$ cat config.mk
export PLATFORM = sky130hd
export DESIGN_NAME = z3_master_sequencer
export DESIGN_NICKNAME = d
export VERILOG_FILES = /design/src/rtl/a4092_pkg.sv /design/src/rtl/z3_lane_decode.sv /design/src/rtl/z3_master_sequencer.sv
export SDC_FILE = /design/constraint.sdc
export NUM_CORES = 1
export LEC_CHECK = 0
export BUFFER_PORTS_ARGS = -buffer_cell sky130_fd_sc_hd__buf_4
export CORE_MARGIN = 2
export CORE_UTILIZATION = 58
export DETAILED_ROUTE_END_ITERATION = 7
export PLACE_DENSITY = 0.85
export SYNTH_ARGS = -nofsm -noshare
export SYNTH_HDL_FRONTEND = slang
export SYNTH_SLANG_ARGS = --single-unit
$ cat constraint.sdc
create_clock -name clk -period 4.1 [get_ports clk]
set_input_delay 0.41 -clock clk [delete_from_list [all_inputs] [get_ports clk]]
set_output_delay 0.41 -clock clk [all_outputs]
set_load 0.02 [all_outputs]
$ cat src/rtl/a4092_pkg.sv
// Shared types and constants for the Zorro III bus-master sequencer.
package a4092_pkg;

  localparam int unsigned LANE_W = 4;
  localparam int unsigned CNT_W  = 8;

  localparam logic [1:0] SIZ_LONG  = 2'b00;
  localparam logic [1:0] SIZ_BYTE  = 2'b01;
  localparam logic [1:0] SIZ_WORD  = 2'b10;
  localparam logic [1:0] SIZ_3BYTE = 2'b11;

  typedef enum logic [2:0] {
    IDLE    = 3'd0,
    ADDR    = 3'd1,
    DATA    = 3'd2,
    WAIT    = 3'd3,
    TERM    = 3'd4,
    RECOVER = 3'd5
  } state_t;

  // NCR request captured when the cycle is accepted
  typedef struct packed {
    logic       read;
    logic [1:0] siz;
    logic [1:0] a;
  } ncr_cmd_t;

  // Transfer length in bytes for a 68030 SIZ code
  function automatic logic [2:0] siz_bytes(input logic [1:0] siz);
    case (siz)
      SIZ_BYTE:  return 3'd1;
      SIZ_WORD:  return 3'd2;
      SIZ_3BYTE: return 3'd3;
      default:   return 3'd4;
    endcase
  endfunction

endpackage

$ cat src/rtl/z3_lane_decode.sv
// Combinational {siz,a} to byte-lane strobe mask; ds[3] is offset 0, lanes past offset 3 are dropped.
import a4092_pkg::*;

module z3_lane_decode (
  input  logic [1:0]        siz,
  input  logic [1:0]        a,
  output logic [LANE_W-1:0] mask_c
);

  logic [2:0] end_c;

  assign end_c = {1'b0, a} + siz_bytes(siz);

  always_comb begin
    mask_c = '0;
    for (int k = 0; k < LANE_W; k++) begin
      if ((3'(k) >= {1'b0, a}) && (3'(k) < end_c)) mask_c[LANE_W-1-k] = 1'b1;
    end
  end

endmodule

$ cat src/rtl/z3_master_sequencer.sv
// Zorro III bus-master cycle sequencer for NCR 53C710 DMA requests.
// Optional BERR retry is built when Z3_MASTER_RETRY_EN is defined.
import a4092_pkg::*;

module z3_master_sequencer #(
  parameter int unsigned SYNC_STAGES    = 2,
  parameter int unsigned TIMEOUT_CYCLES = 255,
  parameter int unsigned RETRY_LIMIT    = 3
) (
  input  logic              clk,
  input  logic              rst,
  input  logic              bmaster,
  input  logic              ncr_req,
  input  logic              ncr_read,
  input  logic [1:0]        ncr_siz,
  input  logic [1:0]        ncr_a,
  input  logic              dtack,
  input  logic              berr,
  output logic              fcs,
  output logic              doe,
  output logic [LANE_W-1:0] ds,
  output logic              ncr_sterm,
  output logic              ncr_tea,
  output logic              busy,
  output logic              timeout
);

  state_t                  state_q, state_d;
  ncr_cmd_t                cmd_q;
  logic [CNT_W-1:0]        wait_cnt_q, cnt_inc_c;
  logic [SYNC_STAGES-1:0]  dtack_sync, berr_sync;
  logic                    dtack_s, berr_s;
  logic [LANE_W-1:0]       lane_mask_c;
  logic                    term_ok_c, abort_to_c, retry_c;
  logic                    retry_ok_c, retry_go_q;
  logic                    fcs_d, doe_d, sterm_d, tea_d, busy_d, timeout_d;
  logic [LANE_W-1:0]       ds_d;

  // Target responses are asynchronous to clk
  always_ff @(posedge clk or posedge rst) begin
    if (rst) begin
      dtack_sync <= '0;
      berr_sync  <= '0;
    end else begin
      dtack_sync <= {dtack_sync[SYNC_STAGES-2:0], dtack};
      berr_sync  <= {berr_sync[SYNC_STAGES-2:0], berr};
    end
  end

  assign dtack_s   = dtack_sync[SYNC_STAGES-1];
  assign berr_s    = berr_sync[SYNC_STAGES-1];
  assign cnt_inc_c = wait_cnt_q + CNT_W'(1);

  z3_lane_decode u_lane_decode (
    .siz    (cmd_q.siz),
    .a      (cmd_q.a),
    .mask_c (lane_mask_c)
  );

  always_ff @(posedge clk or posedge rst) begin
    if (rst) state_q <= IDLE;
    else     state_q <= state_d;
  end

  // Next state; bus loss outranks BERR, BERR outranks DTACK, DTACK outranks timeout
  always_comb begin
    state_d    = state_q;
    term_ok_c  = 1'b0;
    abort_to_c = 1'b0;
    retry_c    = 1'b0;
    case (state_q)
      IDLE:    if (bmaster && ncr_req) state_d = ADDR;
      ADDR:    state_d = bmaster ? DATA : TERM;
      DATA:    state_d = bmaster ? WAIT : TERM;
      WAIT: begin
        if (!bmaster) begin
          state_d = TERM;
        end else if (berr_s) begin
          if (retry_ok_c) begin
            state_d = RECOVER;
            retry_c = 1'b1;
          end else begin
            state_d = TERM;
          end
        end else if (dtack_s) begin
          state_d   = TERM;
          term_ok_c = 1'b1;
        end else if (cnt_inc_c == CNT_W'(TIMEOUT_CYCLES)) begin
          state_d    = TERM;
          abort_to_c = 1'b1;
        end
      end
      TERM:    state_d = RECOVER;
      RECOVER: state_d = retry_go_q ? ADDR : IDLE;
      default: state_d = IDLE;
    endcase
  end

  // Output values for the state being entered; registered below
  always_comb begin
    fcs_d     = 1'b0;
    doe_d     = 1'b0;
    ds_d      = '0;
    sterm_d   = 1'b0;
    tea_d     = 1'b0;
    busy_d    = (state_d != IDLE);
    timeout_d = timeout | abort_to_c;
    case (state_d)
      ADDR: fcs_d = 1'b1;
      DATA: begin
        fcs_d = 1'b1;
        doe_d = 1'b1;
      end
      WAIT: begin
        fcs_d = 1'b1;
        doe_d = 1'b1;
        ds_d  = lane_mask_c;
      end
      TERM: begin
        sterm_d = term_ok_c;
        tea_d   = ~term_ok_c;
      end
      default: ;
    endcase
  end

  always_ff @(posedge clk or posedge rst) begin
    if (rst) begin
      fcs       <= 1'b0;
      doe       <= 1'b0;
      ds        <= '0;
      ncr_sterm <= 1'b0;
      ncr_tea   <= 1'b0;
      busy      <= 1'b0;
      timeout   <= 1'b0;
    end else begin
      fcs       <= fcs_d;
      doe       <= doe_d;
      ds        <= ds_d;
      ncr_sterm <= sterm_d;
      ncr_tea   <= tea_d;
      busy      <= busy_d;
      timeout   <= timeout_d;
    end
  end

  // Request capture and WAIT-phase cycle counter
  always_ff @(posedge clk or posedge rst) begin
    if (rst) begin
      cmd_q      <= '0;
      wait_cnt_q <= '0;
    end else begin
      if (state_q == IDLE && state_d == ADDR) cmd_q <= {ncr_read, ncr_siz, ncr_a};
      wait_cnt_q <= (state_q == WAIT) ? cnt_inc_c : '0;
    end
  end

  // Direction only steers the external buffers; strobe timing is the same both ways
  logic unused_read;
  assign unused_read = cmd_q.read;

`ifdef Z3_MASTER_RETRY_EN
  logic [CNT_W-1:0] retry_cnt_q;

  assign retry_ok_c = (retry_cnt_q < CNT_W'(RETRY_LIMIT));

  always_ff @(posedge clk or posedge rst) begin
    if (rst) begin
      retry_cnt_q <= '0;
      retry_go_q  <= 1'b0;
    end else begin
      if (state_q == IDLE) retry_cnt_q <= '0;
      else if (retry_c)    retry_cnt_q <= retry_cnt_q + CNT_W'(1);
      if (retry_c)                 retry_go_q <= 1'b1;
      else if (state_q == RECOVER) retry_go_q <= 1'b0;
    end
  end
`else
  logic unused_retry;
  assign retry_ok_c   = 1'b0;
  assign retry_go_q   = 1'b0;
  assign unused_retry = retry_c ^ (^CNT_W'(RETRY_LIMIT));
`endif

endmodule
==> results.toml, run 1 <==
[status]
outcome = "completed"

[routing]
route.detailed.drc = 0
dr_wl_met3_um = 79
drt_iter0_drc = 8
drt_first_pass_iters = 4
drt-met1-wl_um = 945
dr_wl_met2_um = 1080
drtAntennaViolNets = 0
viasPerCell = 5.35
routed.top_layer = "met3"
routed_wl_um = 2110
avgRoutedWirePerCell_um = 13.0
vias = 866

[sta]
max_freq_mhz = 456
finalCritPeriodShare_pct = 53.5
relSlewSlack_pct = 28.6
rsz0062_at_grt = "false"
hold_viol = 0
tightest_slew_ns = 1.07
fin_skew_ns = 0.00733
setup_violations = 0
fin_setup_tns_ns = 0
fin_crit_ns = 2.19
drv_slew = 0

[clock_network]
clock_sinks = 29
clkSlewWorstSetupHoldPaths_ns = 0.08
postCtsSetupRepairBufs = 0
cts_max_level = 2
post_cts_resized = 0
clkLatencyLatePin_ns = 0.31
root_buffer = "clkbuf_4"
cts_tree = "done"
clock_path_buffers = 2
cts_buffers = 5
ctsHoldBuffers = 0

[logic_synthesis]
yosysTopAreaCellShare_pct = 56.0
synth_ff_type = "dfrtp_1"
seq_area_frac_synth_pct = 56.0
ys_warn_count = 0
yosys.area.top_type = "dfrtp_1"
synth.top_cells.by_area = "dfrtp_1 (56%), nor2_1 (5.2%), mux2_2 (4.3%)"
synth_area_mm2 = 0.00130
synth-seq-cells = 29
async_reset_ff_share_pct = 100
ys_types = 34
syn_nets = 126
synth_edf_count = 0
syn_inst = 111
syn_avg_cell_area_um2 = 11.7

[place]
dp_cells = 155
numPortBuffers = 19
globalplace.congestion = 0.825
dp.final_hpwl_um = 1550

[floorplanning]
die_w_um = 51.3
dieArea_mm2 = 0.00263
io_pins = 21
rows = 17
start_util_pct = 59.7
dieHeight_um = 51.3
coreArea_mm2 = 0.00217

[worst_setup_path]
crit_path_end_kind = "register"
reg2reg_depth = 6
rrSetupSlack_ns = 1.91
cp-start-kind = "register"
worstPathRequired_ns = 4.26
path_max_fanout = 8
r2r_end = "busy"
cp.arrival_ns = 2.35
path_class = "reg -> reg"
reg2reg_from = "wait_cnt_q[0]"
worstSetupStartpoint = "wait_cnt_q[0]"

[power_and_ir_drop]
p_per_area_mw_per_mm2 = 549
ir_worst_vdd_mv = 0.386
design_power_total_mw = 0.833
leakagePower_nw = 0.695

[grt]
grt_max_degree = 30
grt_first_pass_wirelength_um = 3470
grt_overflow_total = 0
antenna_found_initial = 0
grt.total_usage_pct = 18.4
grt_pass1_vias = 852

[finish]
n_antenna_cell = 0
finalNonFillerCells = 162
drive_gt1_share_pct = 29.1
fin_nets = 149
syn_to_final_growth_pct = 17.1
layout_commonest_cell = "dfrtp_1"
mostFrequentLayoutCells = "dfrtp_1 (29), buf_4 (19), nor2_1 (18), o21ai_0 (6)"

[worst_hold_path]
hold_end = "berr_sync[0]"
hp-start = "berr"
holdPathStages = 1
hold_path.class = "in -> reg"

[run]
maxCapViolations = 0
## flip-flops by register name, summed over array words and instances (netlist names)
signal      count
fcs             1
timeout         1
busy            1
doe             1
dtack_sync      2
ncr_tea         1
ncr_sterm       1
state_q         3
cmd_q           4
wait_cnt_q      8
ds              4
berr_sync       2
## per-layer routing
layer	track usage, %	up-vias
li1	-	422
met1	21.4	429
met2	31.2	15
met3	7.89	0
met4	5.26	0
met5	0	-
## where the power goes
group | total, mW | internal, mW | switching, mW | leakage, nW
Clock | 0.167 | 0.0808 | 0.0864 | 0.0314
Combinational | 0.274 | 0.128 | 0.145 | 0.286
Sequential | 0.392 | 0.341 | 0.0512 | 0.378
Total | 0.833 | 0.550 | 0.283 | 0.695
## cells in the mapped netlist (2+ instances only)
cell type,n
nor2_1,18
mux2_2,5
nor4_1,2
nor3b_1,2
inv_1,5
dfrtp_1,29
o21ai_0,6
nand2b_1,2
xnor2_1,3
a21oi_1,4
ha_1,3
clkbuf_1,3
xor2_1,3
nand3_1,3
nand2_1,4
## worst max path at each step
| stage | to | slack [ns] | cells after the start |
|---|---|---|---|
| detailed placement | busy | 1.95 | 6 |
| global route | busy | 1.80 | 6 |
| global placement | fcs | 2.03 | 6 |
| floorplan | fcs | 2.19 | 6 |
| finish | busy | 1.91 | 6 |
| CTS | busy | 1.92 | 6 |
## area by class of cell
class,instances,area (um^2)
flip-flops and latches,29,726
fillers,172,652
multi-input cells,74,541
repair buffers,19,143
clock buffers,7,55.1
well taps,28,35.0
inverters,5,18.8
## cells by family after synthesis
logic type	synth area share [%]
muxes	4.34
AOI/OAI and AO/OA	12.6
buffers and inverters	2.32
xor gates and xnor gates	4.05
adders and majority gates	4.44
and+or+nand+nor	16.2
DFF	56.0
## through the flow
stage | cell area [um^2] | utilization, % | worst slack [ns] | hold WS, ns
finish | 1520 | 70.0 | 1.91 | 0.210
global route | 1520 | 70.0 | 1.80 | 0.179
CTS | 1520 | 70.0 | 1.92 | 0.186
detailed placement | 1460 | 67.4 | 1.95 | 0.335
global placement | 1460 | 67.4 | 2.03 | 0.332
floorplan | 1300 | - | 2.19 | 0.331
## worst max-delay path: stages, from the launching register on
cell	delay [ns]
dfrtp_1	0.42
ha_1	0.22
nand3_1	0.15
or3_1	0.41
a22o_4	0.28
o31ai_4	0.40
o211ai_1	0.17
(Power assumes the default switching activity.)
==> run 2: changes to the inputs <==
Settings changed: CORE_UTILIZATION 58 to 54, PLACE_DENSITY 0.85 to 0.8.
Clock period 4.1 ns to 2.1 ns, I/O delays scaled along.
==> results.toml, run 2 (synthesized netlist as in run 1, its figures left out) <==
[power_and_ir_drop]
p_per_area_mw_per_mm2 = 1060
ir_worst_vdd_mv = 0.959
design_power_total_mw = 1.74
leakagePower_nw = 0.752

[finish]
regMostFlops = "wait_cnt_q"
final_util_pct = 73.9
layout_commonest_cell = "dfrtp_1"
finalNonFillerCells = 173
fin_nets = 159
syn_to_final_growth_pct = 27.3
top_regs = "wait_cnt_q: 8 flops, cmd_q: 4 flops, ds: 4 flops"
largest_reg_flops = 8
n_antenna_cell = 0
mostFrequentLayoutCells = "dfrtp_1 (29), buf_4 (26), nor2_1 (18)"
drive_gt1_share_pct = 37.2

[worst_setup_path]
worstPathRequired_ns = 2.27
reg2reg_from = "wait_cnt_q[1]"
path_max_fanout = 7
crit_path_end_kind = "register"
worstSetupStartpoint = "wait_cnt_q[1]"
cp.arrival_ns = 2.24
reg2reg_depth = 6
crit_end = "busy"
cp-start-kind = "register"
rrSetupSlack_ns = 0.03
r2r_end = "busy"
path_class = "reg -> reg"

[floorplanning]
rows = 17
dieHeight_um = 53.0
io_pins = 21
die_w_um = 53.0
coreArea_mm2 = 0.00223
dieArea_mm2 = 0.00281
start_util_pct = 58.0

[clock_network]
cts_tree = "done"
clock_sinks = 29
clock_path_buffers = 2
clkLatencyLatePin_ns = 0.32
root_buffer = "clkbuf_4"
cts_buffers = 5
clkSlewWorstSetupHoldPaths_ns = 0.10
cts_max_level = 2

[sta]
fin_crit_ns = 2.07
finalCritPeriodShare_pct = 98.4
tightest_slew_ns = 0.408
rsz0062_at_grt = "true"
fin_skew_ns = 0.0128
relSlewSlack_pct = 72.7
max_freq_mhz = 484
drv_slew = 0
fin_ws_ns = 0.0339
setup_violations = 0
hold_viol = 0
worst_hold_slack_ns = 0.122

[place]
globalplace.congestion = 0.858
dp.final_hpwl_um = 1730
numPortBuffers = 19
pre_cts_ws_ns = -0.0293
dp_cells = 157

[routing]
route.detailed.drc = 0
drt_first_pass_iters = 4
drtAntennaViolNets = 0
vias = 926
avgRoutedWirePerCell_um = 14.2
viasPerCell = 5.35
drt_iter0_drc = 19
routed_wl_um = 2450

[grt]
grt.total_usage_pct = 20.3
grt_first_pass_wirelength_um = 3910
antenna_found_initial = 0
grt_overflow_total = 0
grt_pass1_vias = 926
grt_max_degree = 30

[status]
outcome = "completed"

[run]
maxCapViolations = 0

[worst_hold_path]
hold_path.class = "in -> reg"
## run 2: area by class of cell
cell class | count | area (um^2)
multi-input cells | 74 | 576
well taps | 28 | 35.0
inverters | 5 | 18.8
repair buffers | 29 | 225
flip-flops and latches | 29 | 726
clock buffers | 7 | 65.1
clock inverters | 1 | 5.00
fillers | 169 | 583
## run 2: routing by layer
layer | vias up | GRT usage (%) | wire length, um
li1 | 453 | - | -
met1 | 451 | 22.5 | 1060
met2 | 18 | 34.4 | 1260
met3 | 4 | 8.47 | 87
met4 | 0 | 7.69 | 41
met5 | - | 0 | 0
## run 2: timing repair
| action | 4_1_cts | 5_1_grt |
|---|---|---|
| hold endpoints to repair | 31 | 0 |
| hold buffers | 3 | 0 |
| setup buffers | 1 | 4 |
| gates resized for setup | 1 | 8 |
| pin swaps | 1 | 6 |
| endpoints found under the setup margin | 3 | 6 |
## run 2: power by group
part           internal [mW]  total (mW)  leakage (nW)  switching (mW)
combinational          0.282       0.594         0.333           0.313
clock                  0.194       0.379        0.0413           0.185
sequential             0.665       0.770         0.378           0.105
## run 2: worst max-delay path: stages (launching register included)
cell	delay (ns)
dfrtp_1	0.43
ha_2	0.23
nand3_2	0.07
or3_4	0.35
a22o_4	0.26
a211oi_4	0.40
o211ai_1	0.17
## run 2: per-stage QoR
stage                     setup TNS (ns)  cell area (um^2)
final                                  0              1650
after global routing             -0.0408              1650
after CTS                       -0.00268              1590
after detailed placement         -0.0453              1480
after global placement                 0              1480
after floorplan                        0              1300
## run 2: worst min path at each step
stage | startpoint | endpoint | slack, ns | cells after the start
global placement | rst | wait_cnt_q[5] | 0.30 | 3
CTS | ncr_a[0] | cmd_q[0] | 0.10 | 2
global route | ncr_a[0] | cmd_q[0] | 0.10 | 2
floorplan | berr | berr_sync[0] | 0.24 | 0
finish | ncr_a[0] | cmd_q[0] | 0.12 | 2
detailed placement | rst | doe | 0.31 | 3
